[config.mk]
export PLATFORM = sky130hd
export DESIGN_NAME = keypad_scanner
export DESIGN_NICKNAME = d
export VERILOG_FILES = /design/src/rtl/keypad_pkg.sv /design/src/rtl/scan_tick_gen.sv /design/src/rtl/keypad_scanner.sv
export SDC_FILE = /design/constraint.sdc
export NUM_CORES = 1
export LEC_CHECK = 0
export ABC_AREA = 1
export CORE_MARGIN = 5
export CORE_UTILIZATION = 45
export DETAILED_ROUTE_END_ITERATION = 10
export PLACE_DENSITY = 0.69
export SLEW_MARGIN = 40
export SYNTH_ARGS = -nofsm -noshare
export SYNTH_HDL_FRONTEND = slang
export SYNTH_SLANG_ARGS = --single-unit
[constraint.sdc]
create_clock -name clock -period 2.7 [get_ports clock]
set_clock_uncertainty 0.05 [all_clocks]
set_input_delay 0.675 -clock clock [delete_from_list [all_inputs] [get_ports clock]]
set_output_delay 0.675 -clock clock [all_outputs]
set_load 0.02 [all_outputs]
[src/rtl/keypad_pkg.sv]
// keypad_pkg: shared keypad geometry, scanner states and column rotate helper
package keypad_pkg;
  localparam int ROWS = 4;
  localparam int COLS = 4;
  localparam logic [3:0] COL_IDLE_N = 4'b1111;
  typedef logic [1:0] state_t;
  localparam state_t SCAN     = 2'd0;
  localparam state_t DEBOUNCE = 2'd1;
  localparam state_t HELD     = 2'd2;
  function automatic logic [COLS-1:0] rotl(input logic [COLS-1:0] v);
    return {v[COLS-2:0], v[COLS-1]};
  endfunction
endpackage

[src/rtl/scan_tick_gen.sv]
// scan_tick_gen: free-running divider, one-cycle tick every SCAN_DIV clocks
module scan_tick_gen #(
  parameter int SCAN_DIV = 250000
) (
  input  logic clock,
  input  logic reset_n,
  output logic tick
);
  localparam int W = $clog2(SCAN_DIV);
  logic [W-1:0] count;
  assign tick = count == W'(SCAN_DIV - 1);
  always_ff @(posedge clock or negedge reset_n) begin
    if (!reset_n) count <= '0;
    else count <= tick ? '0 : count + 1'b1;
  end
endmodule

[src/rtl/keypad_scanner.sv]
// keypad_scanner: 4x4 matrix keypad column driver, row debouncer and key-code strobe
module keypad_scanner
  import keypad_pkg::*;
#(
  parameter int SCAN_DIV     = 250000,
  parameter int STABLE_TICKS = 3
) (
  input  logic            clock,
  input  logic            reset_n,
  input  logic [ROWS-1:0] row_n,
  output logic [COLS-1:0] col_n,
  output logic [3:0]      key_code,
  output logic            key_valid,
  output logic            key_held
);
  localparam int CW = $clog2(STABLE_TICKS + 1);
  localparam logic [CW-1:0] LAST = CW'(STABLE_TICKS - 1);
  logic [ROWS-1:0] row_meta, rows_s;
  logic tick, rows_idle;
  logic [1:0] col, cand_row, sel_row;
  logic [CW-1:0] streak;
  state_t state;
  scan_tick_gen #(.SCAN_DIV(SCAN_DIV)) u_tick (.clock(clock), .reset_n(reset_n), .tick(tick));
  always_comb begin
    rows_idle = rows_s == COL_IDLE_N;
    sel_row = !rows_s[0] ? 2'd0 : !rows_s[1] ? 2'd1 : !rows_s[2] ? 2'd2 : 2'd3;
  end
  // streak counts matching ticks in DEBOUNCE and idle ticks in HELD
  always_ff @(posedge clock or negedge reset_n) begin
    if (!reset_n) begin
      row_meta  <= COL_IDLE_N;
      rows_s    <= COL_IDLE_N;
      col_n     <= 4'b1110;
      col       <= '0;
      cand_row  <= '0;
      streak    <= '0;
      key_code  <= '0;
      key_valid <= 1'b0;
      key_held  <= 1'b0;
      state     <= SCAN;
    end else begin
      row_meta  <= row_n;
      rows_s    <= row_meta;
      key_valid <= 1'b0;
      if (tick) begin
        case (state)
          SCAN:
            if (rows_idle) begin
              col   <= col + 2'd1;
              col_n <= rotl(col_n);
            end else begin
              cand_row <= sel_row;
              streak   <= '0;
              state    <= DEBOUNCE;
            end
          DEBOUNCE:
            if (!rows_idle && sel_row == cand_row) begin
              if (streak == LAST) begin
                key_code  <= {cand_row, col};
                key_valid <= 1'b1;
                key_held  <= 1'b1;
                streak    <= '0;
                state     <= HELD;
              end else streak <= streak + 1'b1;
            end else state <= SCAN;
          HELD:
            if (!rows_idle) streak <= '0;
            else if (streak == LAST) begin
              key_held <= 1'b0;
              col      <= col + 2'd1;
              col_n    <= rotl(col_n);
              state    <= SCAN;
            end else streak <= streak + 1'b1;
          default: state <= SCAN;
        endcase
      end
    end
  end
endmodule
Word level (Yosys, flattened, before mapping)
Cells that the tools add are included.

word-level totals
  word-level logic and storage cells = 74
  memories = 0
  latch bits = 0
  memory bits (read-only) = 0
  input port bits = 6
  flip-flop bits (word level) = 44
  bits in writable memories = 0

operators by class
  add/sub/neg operators = 3
  shifts and indexed selects = 0
  mux-type cells = 33
  reductions and logical operators = 12
  $lt $le $gt $ge = 0
  bitwise operators = 1
  eq/ne operators = 14
  $mul = 0
  div/mod/pow operators = 0

operator list
  cell                   number
  $mux 2                 15
  $add 18x1->18 const B  1
  $eq 18x18->1 const B   1
  $mux 18                1
  $reduce_and 5->1       3
  $mux 4                 3
  $ne 2x2->1 const B     6
  $pmux 2 s3             2
  $mux 1                 9
  $pmux 4 s2             1
  $ne 3x3->1 const B     2
  $reduce_and 6->1       1
  $add 2x1->2 const B    2
  $eq 2x2->1 const B     2
  $eq 4x4->1 const B     1
  $pmux 2 s2             1
  $reduce_and 4->1       1
  $reduce_bool 2->1      2
  $reduce_and 3->1       1
  $reduce_bool 3->1      1
  $eq 2x1->1 const B     1
  $eq 2x2->1             1
  $logic_not 2->1        1
  $pmux 1 s2             1
  other kinds (3)        3

Depth between registers and ports, before layout
  word-level depth = 8
  depth in mapped cells = 11
  gate-level depth less buffers = 11

Modules after synthesis
From an unflattened synthesis, not the netlist that was laid out.

unflattened totals
  cell total of the unflattened synthesis = 278
  area, all modules = 2260.9 sq um

modules (own cells, without submodules)
  module          sequential area each (sq um)  instances  cells an instance  area each (sq um)
  keypad_scanner  664.4                         1          145                1257.5
  scan_tick_gen   450.4                         1          133                1003.5

Least setup slack after synthesis
OpenSTA, ideal clock, no wires.

  path kind = reg2reg
  start = register rows_s[0]
  end = register col[1]
  clock period less this slack = 1453 ps
  slack = 1247 ps
  buffers on the path = 0
  cell stages (with the launch flop) = 8
  arrival = 1282 ps
  data required time = 2528 ps
  cells stage by stage = dfstp_2 > nand2_2 > nor2_8 > nand2_4 > o21ai_4 > nand2_4 > nand2_1 > o21ai_2

on the way
  cells in the longest elaborated chain, start to end = 3

RTL lines
  element                       RTL line              text
  start, declared               keypad_scanner.sv:18  logic [ROWS-1:0] row_meta, rows_s;
  start signal, assigned        keypad_scanner.sv:43  rows_s <= row_meta;
  $eq 4x4->1 *                  keypad_scanner.sv:25  rows_idle = rows_s == COL_IDLE_N;
  $ne 2x2->1 (no line)          n/a
  $reduce_and 5->1 (no line) *  n/a
  end signal, assigned          keypad_scanner.sv:49  col <= col + 2'd1;
  end signal, assigned          keypad_scanner.sv:70  col <= col + 2'd1;
  end, declared                 keypad_scanner.sv:20  logic [1:0] col, cand_row, sel_row;

Mark *: on every way between the ends. The rest lies on a longest branch, timed or not.
A chain may end at the register's enable or synchronous reset.

Worst setup path in the final report
  start = register col_n[1]
  end = output col_n[1]

RTL lines
  element                 RTL line              text
  start, declared         keypad_scanner.sv:11  output logic [COLS-1:0] col_n,
  start signal, assigned  keypad_scanner.sv:50  col_n <= rotl(col_n);
  start signal, assigned  keypad_scanner.sv:71  col_n <= rotl(col_n);

No word-level cell between the ends.

==> impl_metrics.py <==
metrics = {
    "pwr": {
        "intPower_mw": 0.956,
        "total_power_mw": 1.20,
        "pwr-share-comb_pct": 3.1,
        "clkPwrFrac_pct": 41.0,
        "p_seq_share_pct": 55.9,
        "powerDensity_nw_per_um2": 456,
        "p_leak_nw": 1.32,
        "power_switching_mw": 0.247,
        "power.share.switching_pct": 20.5,
        "ir_worst_vdd_v": 0.000280,
    },
    "die": {
        "rows": 26,
        "initial_utilization_pct": 45.5,
        "design.core.area_sq_um": 5040,
        "die_w_um": 81.4,
        "dieArea_sq_um": 6630,
        "die_y_um": 81.4,
        "io_pins": 16,
    },
    "setup_path": {
        "endpoint_kind": "primary output",
        "startpoint_type": "register",
        "crit_type": "reg2out",
        "path_delay_family": "buffers and inverters",
        "critPathRequiredTime_ns": 1.98,
        "path_buf_inv": 1,
        "r2r_start": "u_tick.count[0]",
        "timing.critical_path.slowest_stage_cell": "clkdlybuf4s50_1",
        "critPathMaxStageDelay_ns": 0.60,
        "rr_endpoint": "col[1]",
        "crit_fanout": 3,
        "r2r_slack_ns": 1.04,
        "crit_chain": "clkdlybuf4s50_1",
        "r2r_cells": 8,
        "worstPathArrival_ns": 1.45,
    },
    "clock_tree": {
        "cts_resized": 0,
        "worstSkewPairLatency_ns": 0.30,
        "cts_tree": "yes",
        "clkSinkCount": 44,
        "cts-htree-levels": 2,
        "cts_hold_buf": 0,
        "clkTransAtPathRegs_ns": 0.08,
        "cts_buffers": 5,
        "cts_setup_buffers": 0,
        "cts_max_path_buffers": 2,
        "cts_root_buffer": "clkbuf_8",
    },
    "sta": {
        "fin_crit_sh_pct": 80.6,
        "slew_headroom_pct": 74.9,
        "tns_ns": 0,
        "drv_slew": 0,
        "max_freq_ghz": 0.460,
        "worstMarginPinSlew_ns": 0.377,
        "postLayoutSetupSlackWorst_ns": 0.524,
        "min_period_ns": 2.18,
        "finalSetupViolCount": 0,
        "finalHoldViolations": 0,
        "rsz0062_at_grt": "false",
        "holdWs_ns": 0.236,
    },
    "run": {
        "drv_cap": 0,
    },
    "synth": {
        "synth.top_cell.area_share_pct": 36.0,
        "synth_xor_area_share_pct": 3.82,
        "synthTopCellsByArea": "dfrtp_1, dfstp_2, nand2_1",
        "synth_fa_ha_area_share_pct": 3.82,
        "muxShareOfSynthArea_pct": 0,
        "yosysWarnings": 0,
        "synth_top_family_by_area": "simple AND/OR/NAND/NOR gates",
        "synthSimpleGateAreaFrac_pct": 32.7,
        "syn_nets": 288,
        "yosysSeqAreaShare_pct": 48.6,
        "synth_cells": 275,
        "synth_top_area_cell": "dfrtp_1",
        "synth-compound-area-share_pct": 3.71,
        "avgSynthCellArea_sq_um": 8.34,
        "syn_area_sq_um": 2290,
        "ys_ff_latch": 44,
        "yosys.cell_types.count": 28,
    },
    "placement": {
        "routabilityCongestion": 0.835,
        "postPlaceCellArea_sq_um": 2530,
        "dp_hpwl_mm": 3.14,
        "pre_cts_slack_ns": 0.847,
        "io_buffers": 15,
    },
    "global_route": {
        "overflow": 0,
        "grt_pass1_wl_mm": 7.60,
        "grt_pass1_vias": 1705,
        "grt_antenna_before_repair": 0,
        "grt_usage_pct": 14.8,
        "grt_max_degree": 19,
    },
    "finish": {
        "area_growth_pct": 15.0,
        "layout.nets": 311,
        "antenna_cells": 0,
        "layout_commonest_cell": "nand2_1",
        "drive_gt1_share_pct": 15.4,
        "layout_common_cells": "nand2_1, inv_1, dfrtp_1",
        "design_area_sq_um": 2640,
    },
    "drt": {
        "drt_iter0_drc": 65,
        "vias": 1734,
        "vias_per_cell": 4.70,
        "routed_wl_mm": 4.22,
        "drc": 0,
        "ant_nets": 0,
        "drt_pass1_iterations": 4,
        "drt-wirelength-per-cell_um": 11.4,
    },
    "min_path": {
        "hold_path.class": "in2async",
    },
    "run_status": {
        "outcome": "finished clean",
    },
}
==> stage by stage <==
step | std cells | util, %
floorplan | 275 | -
global placement | 361 | 50.2
detailed placement | 361 | 50.2
CTS | 369 | 52.3
global route | 369 | 52.3
finish | 369 | 52.3
==> state kept, by name, summed over array words and instances, names as in the netlist, 2 cells and up <==
name,cells
u_tick.count,18
col_n,4
key_code,4
row_meta,4
rows_s,4
cand_row,2
col,2
state,2
streak,2
==> cells by family after synthesis <==
kind of cell             Yosys count
AND/OR/NAND/NOR                  158
flip-flops                        44
buffers and inverters             43
AO/OA/AOI/OAI                     13
XOR/XNOR                          10
adder cells (fa/ha/maj)            7
==> per-layer routing <==
metal	vias up	global-route usage (%)	routed length (um)	share of wire, %
met4	0	6.08	59	1.4
li1	903	-	-	-
met5	-	0	0	0
met3	8	2.96	184	4.4
met2	31	23.4	1900	45
met1	792	19.7	2080	49
==> power by group through the flow <==
stage	Combinational, mW	Clock, mW	Sequential, mW
floorplan	0.0137	0	0.685
global placement	0.0376	0	0.685
detailed placement	0.0387	0	0.685
CTS	0.0388	0.518	0.673
global route	0.0424	0.543	0.673
finish	0.0373	0.493	0.672
==> cell usage after synthesis, drive strengths merged <==
cell type,instances
nor3b,1
inv,42
xnor2,3
buf,1
o211ai,2
o21ai,6
and2,1
nand3b,1
nor3,1
xor2,7
dfstp,11
nand4,11
nand2,80
ha,7
a21oi,5
dfrtp,33
nand3,24
nor2,39
==> worst reg2reg max path, cell delays in order (launching register included) <==
cell and delay [ns]:
dfrtp_1 0.40, ha_1 0.23, nand3_2 0.13, nor2_1 0.12
nand2_1 0.09, nor2_4 0.27, nand2_4 0.12, nand2_1 0.09
o21ai_2 0.05
==> final cells by class <==
| class | count | area [sq um] |
|---|---|---|
| fill | 473 | 2400 |
| sequential | 44 | 1110 |
| multi-input combinational | 188 | 1010 |
| timing repair buffer | 17 | 160 |
| inverter | 42 | 158 |
| tap | 70 | 87.6 |
| clock buffer | 6 | 72.6 |
| clock inverter | 2 | 35.0 |
==> worst max-delay path by stage <==
stage | depth (start not counted) | from | to
floorplan | 7 | rows_s[0] | col[1]
global placement | 1 | col_n[1] | col_n[1]
detailed placement | 1 | col_n[3] | col_n[3]
CTS | 1 | col_n[1] | col_n[1]
global route | 1 | col_n[2] | col_n[2]
finish | 1 | col_n[1] | col_n[1]
Power figures use the tool's default switching activity.
